<file path="src/rtl/w_b_i_pkg.sv">
// w_b_i_pkg: shared widths and FSM encoding for the W_B_I BRAM loader
package w_b_i_pkg;
  localparam int BRAM_ADDR_WIDTH = 14;
  localparam int WORD_WIDTH = 32;
  localparam int DATA_WIDTH = 256;
  localparam int ROW_WORDS = DATA_WIDTH / WORD_WIDTH;
  localparam int COUNT_WIDTH = 15;
  typedef enum logic [1:0] {IDLE = 2'd0, LOAD = 2'd1, DONE = 2'd2} state_t;
endpackage

</file>
<file path="src/rtl/bram_load_addr_gen.sv">
// bram_load_addr_gen: row/column Port A address generator with stride and wrap detect
module bram_load_addr_gen #(
  parameter int AW = 14,
  parameter int ROW_WORDS = 8
) (
  input  logic          clk,
  input  logic          rst,
  input  logic          load,
  input  logic [AW-1:0] base,
  input  logic [7:0]    stride,
  input  logic          advance,
  output logic [AW-1:0] addr,
  output logic          wrap
);
  localparam int CW = $clog2(ROW_WORDS);
  logic [AW-1:0] row_start;
  logic [CW-1:0] col;
  logic [7:0]    stride_q;
  logic [AW:0]   next_row;
  logic          row_end;
  assign row_end = col == CW'(ROW_WORDS - 1);
  assign next_row = {1'b0, row_start} + {1'b0, AW'(stride_q) << CW};
  // row_start stays aligned, so adding col can never carry
  assign addr = row_start + AW'(col);
  assign wrap = advance && row_end && next_row[AW];
  always_ff @(posedge clk or posedge rst) begin
    if (rst) begin
      row_start <= '0;
      col <= '0;
      stride_q <= '0;
    end else if (load) begin
      row_start <= base & ~AW'(ROW_WORDS - 1);
      col <= '0;
      stride_q <= stride == 8'd0 ? 8'd1 : stride;
    end else if (advance) begin
      col <= row_end ? '0 : col + CW'(1);
      if (row_end) row_start <= next_row[AW-1:0];
    end
  end
endmodule

</file>
<file path="src/rtl/w_b_i_bram_loader.sv">
// w_b_i_bram_loader: stream-to-BRAM Port A loader with strided row placement
module w_b_i_bram_loader #(
  parameter int BRAM_ADDR_WIDTH = 14,
  parameter int WORD_WIDTH = 32,
  parameter int DATA_WIDTH = 256,
  parameter int COUNT_WIDTH = 15
) (
  input  logic                       clk,
  input  logic                       rst,
  input  logic                       start_load,
  input  logic [BRAM_ADDR_WIDTH-1:0] base_addr,
  input  logic [COUNT_WIDTH-1:0]     word_count,
  input  logic [7:0]                 row_stride,
  input  logic                       abort,
  input  logic [WORD_WIDTH-1:0]      s_data,
  input  logic                       s_valid,
  output logic                       s_ready,
  output logic                       ena,
  output logic                       wea,
  output logic [BRAM_ADDR_WIDTH-1:0] addra,
  output logic [WORD_WIDTH-1:0]      dina,
  output logic                       busy,
  output logic                       load_done,
  output logic                       addr_wrap
);
  import w_b_i_pkg::*;
  localparam int RW = DATA_WIDTH / WORD_WIDTH;
  state_t state, state_n;
  logic [COUNT_WIDTH-1:0]     total, cnt;
  logic [BRAM_ADDR_WIDTH-1:0] gen_addr;
  logic accept, last, start, wrap;
  assign s_ready = state == LOAD && !abort;
  assign accept = s_valid && s_ready;
  assign last = cnt + COUNT_WIDTH'(1) == total;
  assign start = state == IDLE && start_load;
  assign busy = state != IDLE;
  assign load_done = state == DONE;
  assign wea = ena;
  always_comb begin
    state_n = IDLE;
    if (state == IDLE) state_n = start_load ? (word_count == '0 ? DONE : LOAD) : IDLE;
    else if (state == LOAD) state_n = abort ? IDLE : (accept && last ? DONE : LOAD);
  end
  bram_load_addr_gen #(.AW(BRAM_ADDR_WIDTH), .ROW_WORDS(RW)) u_addr_gen (
    .clk(clk),
    .rst(rst),
    .load(start),
    .base(base_addr),
    .stride(row_stride),
    .advance(accept),
    .addr(gen_addr),
    .wrap(wrap)
  );
  always_ff @(posedge clk or posedge rst) begin
    if (rst) begin
      state <= IDLE;
      total <= '0;
      cnt <= '0;
      ena <= 1'b0;
      addra <= '0;
      dina <= '0;
      addr_wrap <= 1'b0;
    end else begin
      state <= state_n;
      ena <= accept;
      if (accept) addra <= gen_addr;
      if (accept) dina <= s_data;
      if (start) total <= word_count;
      cnt <= start ? '0 : (accept ? cnt + COUNT_WIDTH'(1) : cnt);
      addr_wrap <= start ? 1'b0 : (addr_wrap | wrap);
    end
  end
endmodule

</file>
<file path="config.mk">
export PLATFORM = sky130hd
export DESIGN_NAME = w_b_i_bram_loader
export DESIGN_NICKNAME = d
export VERILOG_FILES = /design/src/rtl/w_b_i_pkg.sv /design/src/rtl/bram_load_addr_gen.sv /design/src/rtl/w_b_i_bram_loader.sv
export SDC_FILE = /design/constraint.sdc
export NUM_CORES = 1
export LEC_CHECK = 0
export CORE_UTILIZATION = 54
export DETAILED_ROUTE_END_ITERATION = 10
export PLACE_DENSITY = 0.86
export SYNTH_ARGS = -nofsm -noshare
export SYNTH_HDL_FRONTEND = slang
export SYNTH_HIERARCHICAL = 1
export SYNTH_SLANG_ARGS = --single-unit
</file>
<file path="constraint.sdc">
create_clock -name clk -period 7.3 [get_ports clk]
set_input_delay 1.095 -clock clk [delete_from_list [all_inputs] [get_ports clk]]
set_output_delay 1.095 -clock clk [all_outputs]
set_load 0.05 [all_outputs]
</file>
After elaboration in Yosys (flattened, before gate mapping)
Cells that the tools add are included.
{ "totals": {"out_inout_bits": 52, "elab_cells": 49, "input_bits": 74, "register_bits": 105} }
{ "op_classes": {"addsub": 4, "bitwise_logic": 1, "n_mux": 16, "n_reduce_logical": 14, "eq_ne": 4} }
{ "op_table": {"columns": ["operator", "count"], "rows": [
  ["2-to-1 mux 14 bit", 3],
  ["2-to-1 mux 15 bit", 2],
  ["adder 14 x 11 -> 15 bit", 1],
  ["adder 15 x 1 -> 15 bit, second input constant", 1],
  ["equality test 15 bit", 1],
  ["zero test 15 bit", 1],
  ["adder 14 x 3 -> 14 bit", 1],
  ["2-to-1 mux 2 bit", 6],
  ["2-to-1 mux 3 bit", 3],
  ["zero test 8 bit", 1],
  ["2-to-1 mux 8 bit", 1],
  ["logical AND 1 bit", 6],
  ["nonzero test 2 bit", 3],
  ["adder 3 x 1 -> 3 bit, second input constant", 1],
  ["equality test 3 bit, second input constant", 1],
  ["equality test 2 x 1 -> 1 bit, second input constant", 1],
  ["equality test 2 bit, second input constant", 1],
  ["zero test 2 bit", 1],
  ["AND reduction 2 bit", 1],
  ["zero test 1 bit", 1],
  ["2-to-1 mux 1 bit", 1],
  ["bitwise OR 1 bit", 1]
]} }

Depth between registers and ports, before layout
Gate-level depths: netlist (run 1).
{ "logic_depth": {"word_depth": 8, "mapped_depth": 11, "mapped_depth_nobuf": 8} }

Hierarchy
The synthesis (run 1) kept the hierarchy.
{ "modules_own_cells": {"columns": ["mod", "n_inst", "area_each_um2", "cells_each", "seq_area_each_um2"], "rows": [
  ["w_b_i_bram_loader", 1, 3689.8, 400, 2001.9],
  ["bram_load_addr_gen", 1, 1520.2, 161, 550.5]
]} }

Worst setup path after synthesis (run 1)
No wires, ideal clock.
{ "synth_timing": {"path_type": "input to register", "from": "in abort", "to": "reg u_addr_gen.row_start[6]", "path_stages": 11, "arrival_ps": 3971, "required_ps": 7172, "setup_slack_ps": 3201, "setup_time_ps": 128, "n_path_buf": 4, "path_cell_list": "nor3b_1 > nand2_1 > inv_1 > buf_2 > buf_1 > buf_6 > nand2_1 > buf_2 > and3b_1 > a21oi_1 > o21ai_0"} }
{ "synth_via": {"elab_chain_cells": 5} }
{ "synth_lines": {"columns": ["element", "line_no", "text"], "rows": [
  ["from (decl)", "w_b_i_bram_loader.sv:14", "input logic abort,"],
  ["zero test 1 bit", "w_b_i_bram_loader.sv:32", "assign s_ready = state == LOAD && !abort;"],
  ["logical AND 1 bit", "w_b_i_bram_loader.sv:32", null],
  ["logical AND 1 bit", "w_b_i_bram_loader.sv:33", "assign accept = s_valid && s_ready;"],
  ["named net accept", "w_b_i_bram_loader.sv:31", "logic accept, last, start, wrap;"],
  ["nonzero test 2 bit (no source line)", null, null],
  ["AND reduction 2 bit (no source line)", null, null],
  ["to (signal assigned)", "bram_load_addr_gen.sv:32", "row_start <= base & ~AW'(ROW_WORDS - 1);"],
  ["to (signal assigned)", "bram_load_addr_gen.sv:37", "if (row_end) row_start <= next_row[AW-1:0];"],
  ["to (decl)", "bram_load_addr_gen.sv:16", "logic [AW-1:0] row_start;"]
]} }
The timed path passes the listed nets, and every way through them passes these cells.
A chain may end at the register's enable or synchronous reset.

Worst setup path after layout (run 1)
{ "layout_timing": {"from": "in abort", "to": "out s_ready"} }
{ "layout_via": {"elab_chain_cells": 2} }
{ "layout_lines": {"columns": ["element", "line_no", "text"], "rows": [
  ["zero test 1 bit", "w_b_i_bram_loader.sv:32", null],
  ["logical AND 1 bit", "w_b_i_bram_loader.sv:32", null],
  ["to (decl)", "w_b_i_bram_loader.sv:17", "output logic s_ready,"]
]} }
Every way passes these cells.

==> results.txt, run 1 <==
First-pass GRT wire length -> 20200 um
CTS tree -> done
Most common cell after layout, fill and taps aside -> nand2_1
Initial DRC count -> 190
Leakage -> 3.02 nW
Post-CTS sizing -> 0
Main synth FF type -> dfrtp_1
Vias/cell -> 5.44
Layout fillers -> 710
Max-slew violation count -> 0
TritonCTS Buffers -> 9
Clock skew -> 18.2 ps
Max Cap Violations -> 0
Clock Pin Slew Worst Setup and Hold Paths -> 100 ps
Port bufs -> 122
Worst-path fanout max -> 3
Worst path buffer plus inverter count -> 2
Fin. Hold Viols -> 0
Most used cell, CP -> clkdlybuf4s50_1
Slew Limit Headroom -> 0.327
Root Buffer -> clkbuf_8
Post-synth EDFFs -> 0
Max Fclk -> 258 MHz
Worst slew pin tran -> 1010 ps
CP top delay family -> buffers and inverters
Cell Count Post-Placement -> 781
GRT Total Usage -> 0.255
Dpl hpwl -> 8890 um
Syn avg cell area -> 9.29 sq um
Critical path's slowest cell -> clkdlybuf4s50_1
Synthesized flop and latch total -> 102
Initial antenna violation count -> 0
Sequential element share of the synthesized area -> 0.490
Multi-input gate area -> 2460 sq um
Mapped cell area -> 5210 sq um
Setup bufs post-CTS -> 0
Die outline area -> 10000 sq um
Hold-fix buffers, CTS -> 0
Share of synthesized registers carrying an async set or reset -> 1.00
Die width -> 100 um
Final Util -> 0.719
Cell Chain, Critical Path -> clkdlybuf4s50_1 > nor3b_1 > clkdlybuf4s50_1
Worst Path Class, Setup -> primary input to output port
Synth unique cells -> 63
WL/cell -> 15.6 um
VDD IR max -> 0.209 mV
Commonest non-fill, non-tap cells in the layout -> 165 x nand2_1, 122 x clkdlybuf4s50_1, 102 x dfrtp_1
Vias in the first global route -> 4299
Gr busiest metal -> met2
H-Tree Level Count -> 3
Post-Synthesis Cells -> 561
Fin Setup TNS -> 0 ps
N_diodes -> 0
Status -> finished, final reports clean
Met1 global-route usage -> 0.316
YS warnings -> 6
RD Place Congestion -> 0.868
Drt total wl -> 12400 um
Area grow syn2layout -> 28.1%
Final nets -> 750
Pre-Repair DR Iteration Count -> 5
Pin count of the biggest net entering global routing -> 81
Ratio of cells with drive above 1 in the final layout -> 0.0913
Via count -> 4335
Post-layout min period -> 3880 ps
Final cell count without fillers -> 797
Std-Cell Core Area -> 9280 sq um
GR Overflow Total -> 0
Antenna-violating nets left -> 0
Data arrival, critical path -> 2780 ps
Met2 usage -> 0.450
# DRC -> 0
CP startpoint kind -> primary input
Die boundary height -> 100 um
Max incr delay on CP -> 890 ps
CP required -> 6200 ps
Sink Count -> 102
Endpoints failing setup -> 0
Max clock buf depth -> 2
PD cells -> 287 nW/um^2
Syn Nets -> 648
IO Count -> 126
Fin crit share -> 0.531
Worst skew pair latency -> 380 ps
Unrepaired setup endpoints after global routing -> false
Initial core utilization -> 0.561
GR Layer Usage met3 -> 0.0515
Worst hold path type -> register to register
Critical path capture point type -> output port
Reg area -> 2550 sq um
Core Rows -> 35
logic make-up (layout without fill, tap and decap cells):
family | count (synthesis) | in the layout | share of synthesized area
multiplexers | 23 | 23 | 0.0490
XOR/XNOR | 34 | 34 | 0.0572
AO/OA/AOI/OAI | 88 | 88 | 0.105
buffers and inverters | 44 | 151 | 0.0399
AND/OR/NAND/NOR | 256 | 256 | 0.226
flip-flops | 102 | 102 | 0.490
other | 1 | 1 | 0.000720
adder cells (fa/ha/maj) | 13 | 13 | 0.0327
metrics by stage:
stage               power [mW]  setup slack, ps  hold slack, ps  instance area (sq um)
floorplan                 1.28             3200             465                   5210
global placement          1.51             3370             456                   6460
detailed placement        1.54             3270             461                   6460
CTS                       1.92             3410             486                   6680
global route              2.01             3340             506                   6680
finish                    1.91             3420             482                   6680
power breakdown:
group | internal [mW] | switching (mW) | total (mW)
Sequential | 0.678 | 0.0836 | 0.762
Combinational | 0.293 | 0.477 | 0.770
Clock | 0.167 | 0.215 | 0.382
Total | 1.14 | 0.775 | 1.91
worst reg2reg max path: stages (launching register included):
cell and delay (ps):
dfrtp_1 400, nor3b_1 180, nand2_2 70, buf_4 540, inv_2 210, buf_4 360
nor2_1 750, o21ai_0 250, o31ai_1 110
metal layers:
metal	part of all wire	wire, um
met5	0	0
met4	0.019	238
met1	0.41	5040
met3	0.039	488
met2	0.54	6660
worst paths after layout:
path                          start                      to  slack (ps)  depth (start not counted)
hold / removal             dina[17]                dina[17]         480                          2
max in group asynchronous       rst                dina[11]        5260                          3
setup reg to reg           state[0]                  cnt[3]        4330                          8
hold reg to reg            dina[17]                dina[17]         480                          2
min in group asynchronous       rst  u_addr_gen/stride_q[2]        1240                          2
setup / recovery              abort                 s_ready        3420                          3
cells in the mapped netlist (3+ instances only):
master     instances  area, sq um
nand2_1          166          623
dfrtp_1          102         2550
o21ai_0           35          175
nor2_1            24         90.1
a21oi_1           20          100
mux2_2            20          225
xnor2_1           19          166
clkbuf_1          17         63.8
xor2_1            15          131
ha_1              12          150
inv_1              9         33.8
nand4_1            9         56.3
buf_2              7         35.0
nand3_1            7         35.0
nor4_1             7         43.8
o31ai_1            7         52.6
nor3_1             6         30.0
buf_1              5         18.8
and3b_1            4         35.0
nand2b_1           4         25.0
nor2b_1            4         25.0
and2_1             3         18.8
and3_1             3         18.8
mux2i_1            3         30.0
nand3_2            3         30.0
o2111ai_1          3         26.3
final cells by class:
cell class	instances	share of cell area
clock inverters	7	0.0139
flip-flops and latches	102	0.382
clock buffers	9	0.0186
well taps	129	0.0242
inverters	9	0.00525
multi-input cells	415	0.368
repair buffers	126	0.187
state kept, by name, indices dropped and copies added (netlist names):
| register | count |
|---|---|
| u_addr_gen/row_start | 11 |
| addr_wrap | 1 |
| cnt | 15 |
| total | 15 |
| u_addr_gen/col | 3 |
| dina | 32 |
| addra | 14 |
| ena | 1 |
| state | 2 |
| u_addr_gen/stride_q | 8 |
Note: power is estimated with default switching activity, not from simulation.
==> inputs of run 2 (changes only) <==
Settings changed: CORE_UTILIZATION 54 to 45, PLACE_DENSITY 0.86 to 0.77.
Clock period 7.3 ns to 3.4 ns, I/O delays scaled along.
==> run 2 against run 1 <==
Compared with the run above: final cell count increased by 1.5%; die area increased by 20%; largest power group unchanged; power increased by 130%; highest routed layer unchanged.
==> results.txt, run 2 (synthesis gave the netlist of run 1 again) <==
Status -> finished, final reports clean (unchanged)
Std-Cell Core Area -> 11100 sq um (was 9280 sq um)
Cell Chain, Critical Path -> clkdlybuf4s50_1 > nor3b_2 > clkdlybuf4s50_1 (was clkdlybuf4s50_1 > nor3b_1 > clkdlybuf4s50_1)
Hold-fix buffers, CTS -> 0 (unchanged)
Most used cell, CP -> clkdlybuf4s50_1 (unchanged)
Final Cell Area -> 6820 sq um (was 6680 sq um)
Worst-path fanout max -> 3 (unchanged)
Largest reg by FF count -> dina (unchanged)
IO Count -> 126 (unchanged)
Slew Limit Headroom -> 0.377 (was 0.327)
Setup bufs post-CTS -> 0 (unchanged)
GR Overflow Total -> 0 (unchanged)
Via count -> 4310 (was 4335)
Max Cap Violations -> 0 (unchanged)
Fin. Hold Viols -> 0 (unchanged)
Layout fillers -> 947 (was 710)
H-Tree Level Count -> 3 (unchanged)
CP required -> 2890 ps (was 6200 ps)
Unrepaired setup endpoints after global routing -> false (unchanged)
VDD IR max -> 0.342 mV (was 0.209 mV)
Die outline area -> 12000 sq um (was 10000 sq um)
Initial antenna violation count -> 0 (unchanged)
First-pass GRT wire length -> 20400 um (was 20200 um)
Antenna-violating nets left -> 0 (unchanged)
Leakage -> 3.08 nW (was 3.02 nW)
GRT Total Usage -> 0.221 (was 0.255)
Area grow syn2layout -> 30.8% (was 28.1%)
Port bufs -> 122 (unchanged)
Ratio of cells with drive above 1 in the final layout -> 0.0942 (was 0.0913)
# DRC -> 0 (unchanged)
Post-layout min period -> 2560 ps
WL/cell -> 15.5 um (was 15.6 um)
Biggest regs -> dina x32, cnt x15, total x15 (unchanged)
TritonCTS Buffers -> 9 (unchanged)
Clock skew -> 3.26 ps (was 18.2 ps)
Vias in the first global route -> 4318 (was 4299)
Initial core utilization -> 0.470 (was 0.561)
Dpl hpwl -> 9130 um (was 8890 um)
Max incr delay on CP -> 860 ps (was 890 ps)
Pre-Repair DR Iteration Count -> 4 (was 5)
Fin Setup TNS -> 0 ps (unchanged)
Endpoints failing setup -> 0 (unchanged)
Initial DRC count -> 223 (was 190)
Worst hold path type -> register to register (unchanged)
Max-slew violation count -> 0 (unchanged)
Core Rows -> 38 (was 35)
Sink Count -> 102 (unchanged)
Root Buffer -> clkbuf_16 (was clkbuf_8)
Worst skew pair latency -> 350 ps (was 380 ps)
Worst Path Class, Setup -> primary input to output port (unchanged)
CP startpoint kind -> primary input (unchanged)
PD cells -> 646 nW/um^2 (was 287 nW/um^2)
Die width -> 110 um (was 100 um)
Worst slew pin tran -> 932 ps (was 1010 ps)
RD Place Congestion -> 0.860 (was 0.868)
Total power -> 4.41 mW (was 1.91 mW)
Post-CTS sizing -> 0 (unchanged)
Die boundary height -> 110 um (was 100 um)
Drt total wl -> 12500 um (was 12400 um)
Max clock buf depth -> 2 (unchanged)
Pin count of the biggest net entering global routing -> 67 (was 81)
Most common cell after layout, fill and taps aside -> nand2_1 (unchanged)
N_diodes -> 0 (unchanged)
CTS tree -> done (unchanged)
Data arrival, critical path -> 2050 ps (was 2780 ps)
Final nets -> 752 (was 750)
Fin crit share -> 0.753
Area of placed instances -> 6490 sq um (was 6460 sq um)
Max Fclk -> 391 MHz
Commonest non-fill, non-tap cells in the layout -> 165 x nand2_1, 122 x clkdlybuf4s50_1, 102 x dfrtp_1 (unchanged)
Vias/cell -> 5.33 (was 5.44)
Clock Pin Slew Worst Setup and Hold Paths -> 70 ps (was 100 ps)
Critical path capture point type -> output port (unchanged)
Max reg flops -> 32 (unchanged)
Critical path's slowest cell -> clkdlybuf4s50_1 (unchanged)
==> run 2: critical path: cells and delay by family <==
family / cells / cell delay (ps)
and+or+nand+nor: 1 / 260
buffers and inverters: 2 / 1280
==> run 2: power by group <==
part           internal (mW)  switching (mW)  leakage, nW  total, mW
combinational          0.631            1.02         1.64       1.65
sequential              1.46           0.183         1.29       1.64
clock                  0.662           0.452        0.151       1.11
total                   2.75            1.66         3.08       4.41
==> run 2: worst paths after layout <==
check / from / cells past startpoint / to / slack [ps]
worst max-delay path: abort / 3 / s_ready / 840
worst max register to register: state[1] / 6 / u_addr_gen/row_start[10] / 1060
worst min-delay path: addra[2] / 2 / addra[2] / 470
min in group asynchronous: rst / 2 / addra[3] / 510
max in group asynchronous: rst / 2 / u_addr_gen/col[1] / 2140
worst min register to register: addra[2] / 2 / addra[2] / 470
==> run 2: per-stage QoR <==
step	instances	hold WS [ps]	worst slack, ps	util
2_1_floorplan	561	465	506	-
3_3_place_gp	794	458	589	0.586
3_5_place_dp	794	465	562	0.586
4_1_cts	809	482	835	0.615
5_1_grt	809	490	553	0.615
6_report	809	475	841	0.615
==> run 2: layout make-up <==
type | count | area [sq um] | area share
flip-flops and latches | 102 | 2550 | 0.374
well taps | 140 | 175 | 0.0257
clock buffers | 10 | 239 | 0.0351
multi-input cells | 415 | 2460 | 0.362
clock inverters | 5 | 83.8 | 0.0123
inverters | 9 | 35.0 | 0.00514
repair buffers | 128 | 1270 | 0.186
==> run 2: per-layer routing <==
metal  GRT usage  share of wire  up-vias
li1            -              -     2099
met1       0.285           0.44     2084
met2       0.375           0.50      112
met3      0.0320          0.051       15
met4      0.0848          0.014        0
met5           0              0        -
==> inputs of run 3 (changes only) <==
Settings changed: CORE_UTILIZATION 45 to 50, PLACE_DENSITY 0.77 to 0.81.
Clock period 3.4 ns to 2.6 ns, I/O delays scaled along.
==> run 3 against run 2 <==
Compared with the run above: wire length decreased by 4.3%; register-to-register slack got worse by 730 ps; core utilization increased by 6.0 points; sequential power increased by 30%.
==> results.txt, run 3 (synthesis gave the netlist of run 1 again) <==
Status -> finished, final reports clean (unchanged)
Vias in the first global route -> 4277 (was 4318)
Area grow syn2layout -> 29.0% (was 30.8%)
Reg2Reg Depth -> 7 (was 6)
Reg power frac -> 0.398 (was 0.373)
Cell Count Post-Placement -> 786 (was 794)
Max reg flops -> 32 (unchanged)
CP startpoint kind -> register (was primary input)
Worst R2R Start -> cnt[0] (was state[1])
N_diodes -> 0 (unchanged)
Most common cell after layout, fill and taps aside -> nand2_1 (unchanged)
Antenna-violating nets left -> 0 (unchanged)
RD Place Congestion -> 0.901 (was 0.860)
Root Buffer -> clkbuf_8 (was clkbuf_16)
Post-CTS sizing -> 0 (unchanged)
CP required -> 2860 ps (was 2890 ps)
Pre-Repair DR Iteration Count -> 4 (unchanged)
Critical path's slowest cell -> nor4_1 (was clkdlybuf4s50_1)
H-Tree Level Count -> 3 (unchanged)
Final nets -> 751 (was 752)
Initial core utilization -> 0.523 (was 0.470)
CTS tree -> done (unchanged)
Net Sw Frac -> 0.399 (was 0.376)
Sink Count -> 102 (unchanged)
# DRC -> 0 (unchanged)
Std-Cell Core Area -> 9950 sq um (was 11100 sq um)
Drt total wl -> 12000 um (was 12500 um)
Clock skew -> 13.9 ps (was 3.26 ps)
Max Fclk -> 440 MHz
Area of placed instances -> 6510 sq um (was 6490 sq um)
Unrepaired setup endpoints after global routing -> false (unchanged)
Slew Limit Headroom -> 0.415 (was 0.377)
Max Cap Violations -> 0 (unchanged)
Final Cell Area -> 6720 sq um (was 6820 sq um)
Core Rows -> 36 (was 38)
CP top delay family -> simple AND/OR/NAND/NOR gates (was buffers and inverters)
Worst Path Class, Setup -> register to register (was primary input to output port)
Initial DRC count -> 166 (was 223)
Max clock buf depth -> 2 (unchanged)
Clock Pin Slew Worst Setup and Hold Paths -> 110 ps (was 70 ps)
Dpl hpwl -> 8460 um (was 9130 um)
GR Overflow Total -> 0 (unchanged)
Vias/cell -> 5.39 (was 5.33)
Leakage -> 3.04 nW (was 3.08 nW)
Max incr delay on CP -> 470 ps (was 860 ps)
Port bufs -> 122 (unchanged)
Hold-fix buffers, CTS -> 0 (unchanged)
Critical path startpoint -> cnt[0] (was abort)
Max-slew violation count -> 0 (unchanged)
Worst hold path type -> primary input to asynchronous set/reset pin (was register to register)
Endpoints failing setup -> 0 (unchanged)
Combinational share of power -> 0.403 (was 0.375)
IO Count -> 126 (unchanged)
Biggest regs -> dina x32, cnt x15, total x15 (unchanged)
Worst skew pair latency -> 370 ps (was 350 ps)
Data arrival, critical path -> 2530 ps (was 2050 ps)
Worst slew pin tran -> 876 ps (was 932 ps)
Die boundary height -> 104 um (was 110 um)
Die width -> 104 um (was 110 um)
RR Endpoint -> state[0] (was u_addr_gen/row_start[10])
Worst path buffer plus inverter count -> 0 (was 2)
Fin. Hold Viols -> 0 (unchanged)
Layout fillers -> 781 (was 947)
Die outline area -> 10800 sq um (was 12000 sq um)
Critical path capture point type -> register (was output port)
Clock power frac -> 0.199 (was 0.253)
Fin crit share -> 0.875
Final cell count without fillers -> 802 (was 809)
Cell Chain, Critical Path -> ha_1 > nand3_2 > nor4_1 > xnor2_1 > o221a_2 > o2111ai_1 > a22o_1 (was clkdlybuf4s50_1 > nor3b_2 > clkdlybuf4s50_1)
Critical Path Stages -> 7 (was 3)
First-pass GRT wire length -> 19900 um (was 20400 um)
Reg area -> 2550 sq um (unchanged)
Commonest non-fill, non-tap cells in the layout -> 165 x nand2_1, 121 x clkdlybuf4s50_1, 102 x dfrtp_1 (was 165 x nand2_1, 122 x clkdlybuf4s50_1, 102 x dfrtp_1)
GRT Total Usage -> 0.228 (was 0.221)
PD cells -> 798 nW/um^2 (was 646 nW/um^2)
Fin Setup TNS -> 0 ps (unchanged)
R2R Setup Slk -> 330 ps (was 1060 ps)
Initial antenna violation count -> 0 (unchanged)
WL/cell -> 14.9 um (was 15.5 um)
Internal -> 3.22 mW (was 2.75 mW)
Setup bufs post-CTS -> 0 (unchanged)
Setup crit end -> state[0] (was s_ready)
Largest reg by FF count -> dina (unchanged)
Multi-input gate area -> 2470 sq um (was 2460 sq um)
Ratio of cells with drive above 1 in the final layout -> 0.0957 (was 0.0942)
Worst-path fanout max -> 6 (was 3)
Switch Pwr -> 2.14 mW (was 1.66 mW)
Pin count of the biggest net entering global routing -> 81 (was 67)
Via count -> 4325 (was 4310)
VDD IR max -> 0.504 mV (was 0.342 mV)
Post-layout min period -> 2270 ps
TritonCTS Buffers -> 9 (unchanged)
[run 3: metrics by stage]
step                total power, mW  hold slack (ps)  utilization  setup WS, ps
global placement               4.27              456        0.654           197
finish                         5.37              432        0.675           326
floorplan                      3.60              379            -          22.5
detailed placement             4.32              461        0.654           126
global route                   5.65              485        0.675           124
CTS                            5.40              454        0.675           308
[run 3: area by class of cell]
| type | instances | share of cell area |
|---|---|---|
| Multi-Input combinational cell | 415 | 0.368 |
| Timing Repair Buffer | 127 | 0.191 |
| Tap cell | 133 | 0.0248 |
| Inverter | 9 | 0.00521 |
| Clock buffer | 10 | 0.0205 |
| Clock inverter | 6 | 0.0114 |
| Sequential cell | 102 | 0.380 |
[run 3: tightest hold or removal path, cell delays in order]
cell and delay [ps]:
clkdlybuf4s50_1 430, clkinv_2 80, buf_12 340
[run 3: power groups by stage]
stage          Clock [mW]  Combinational (mW)  Sequential, mW
4_1_cts              1.09                2.17            2.14
5_1_grt              1.16                2.31            2.18
2_1_floorplan           0               0.799            2.81
6_report             1.07                2.16            2.14
3_3_place_gp            0                2.11            2.15
3_5_place_dp            0                2.16            2.16
[run 3: how the worst min path moves through the flow]
stage                         from           endpoint  cells after the start
after global routing           rst           addra[3]                      3
after floorplan                rst  u_addr_gen/col[0]                      1
after detailed placement  addra[3]           addra[3]                      2
final                          rst           addra[5]                      3
after CTS                      rst           addra[5]                      3
after global placement    dina[10]           dina[10]                      2
[run 3: routing by layer]
metal,part of all wire,GRT usage,up-vias
li1,-,-,2090
met1,0.42,0.278,2091
met2,0.52,0.404,121
met3,0.044,0.0482,23
met4,0.018,0.0673,0
met5,0,0,-
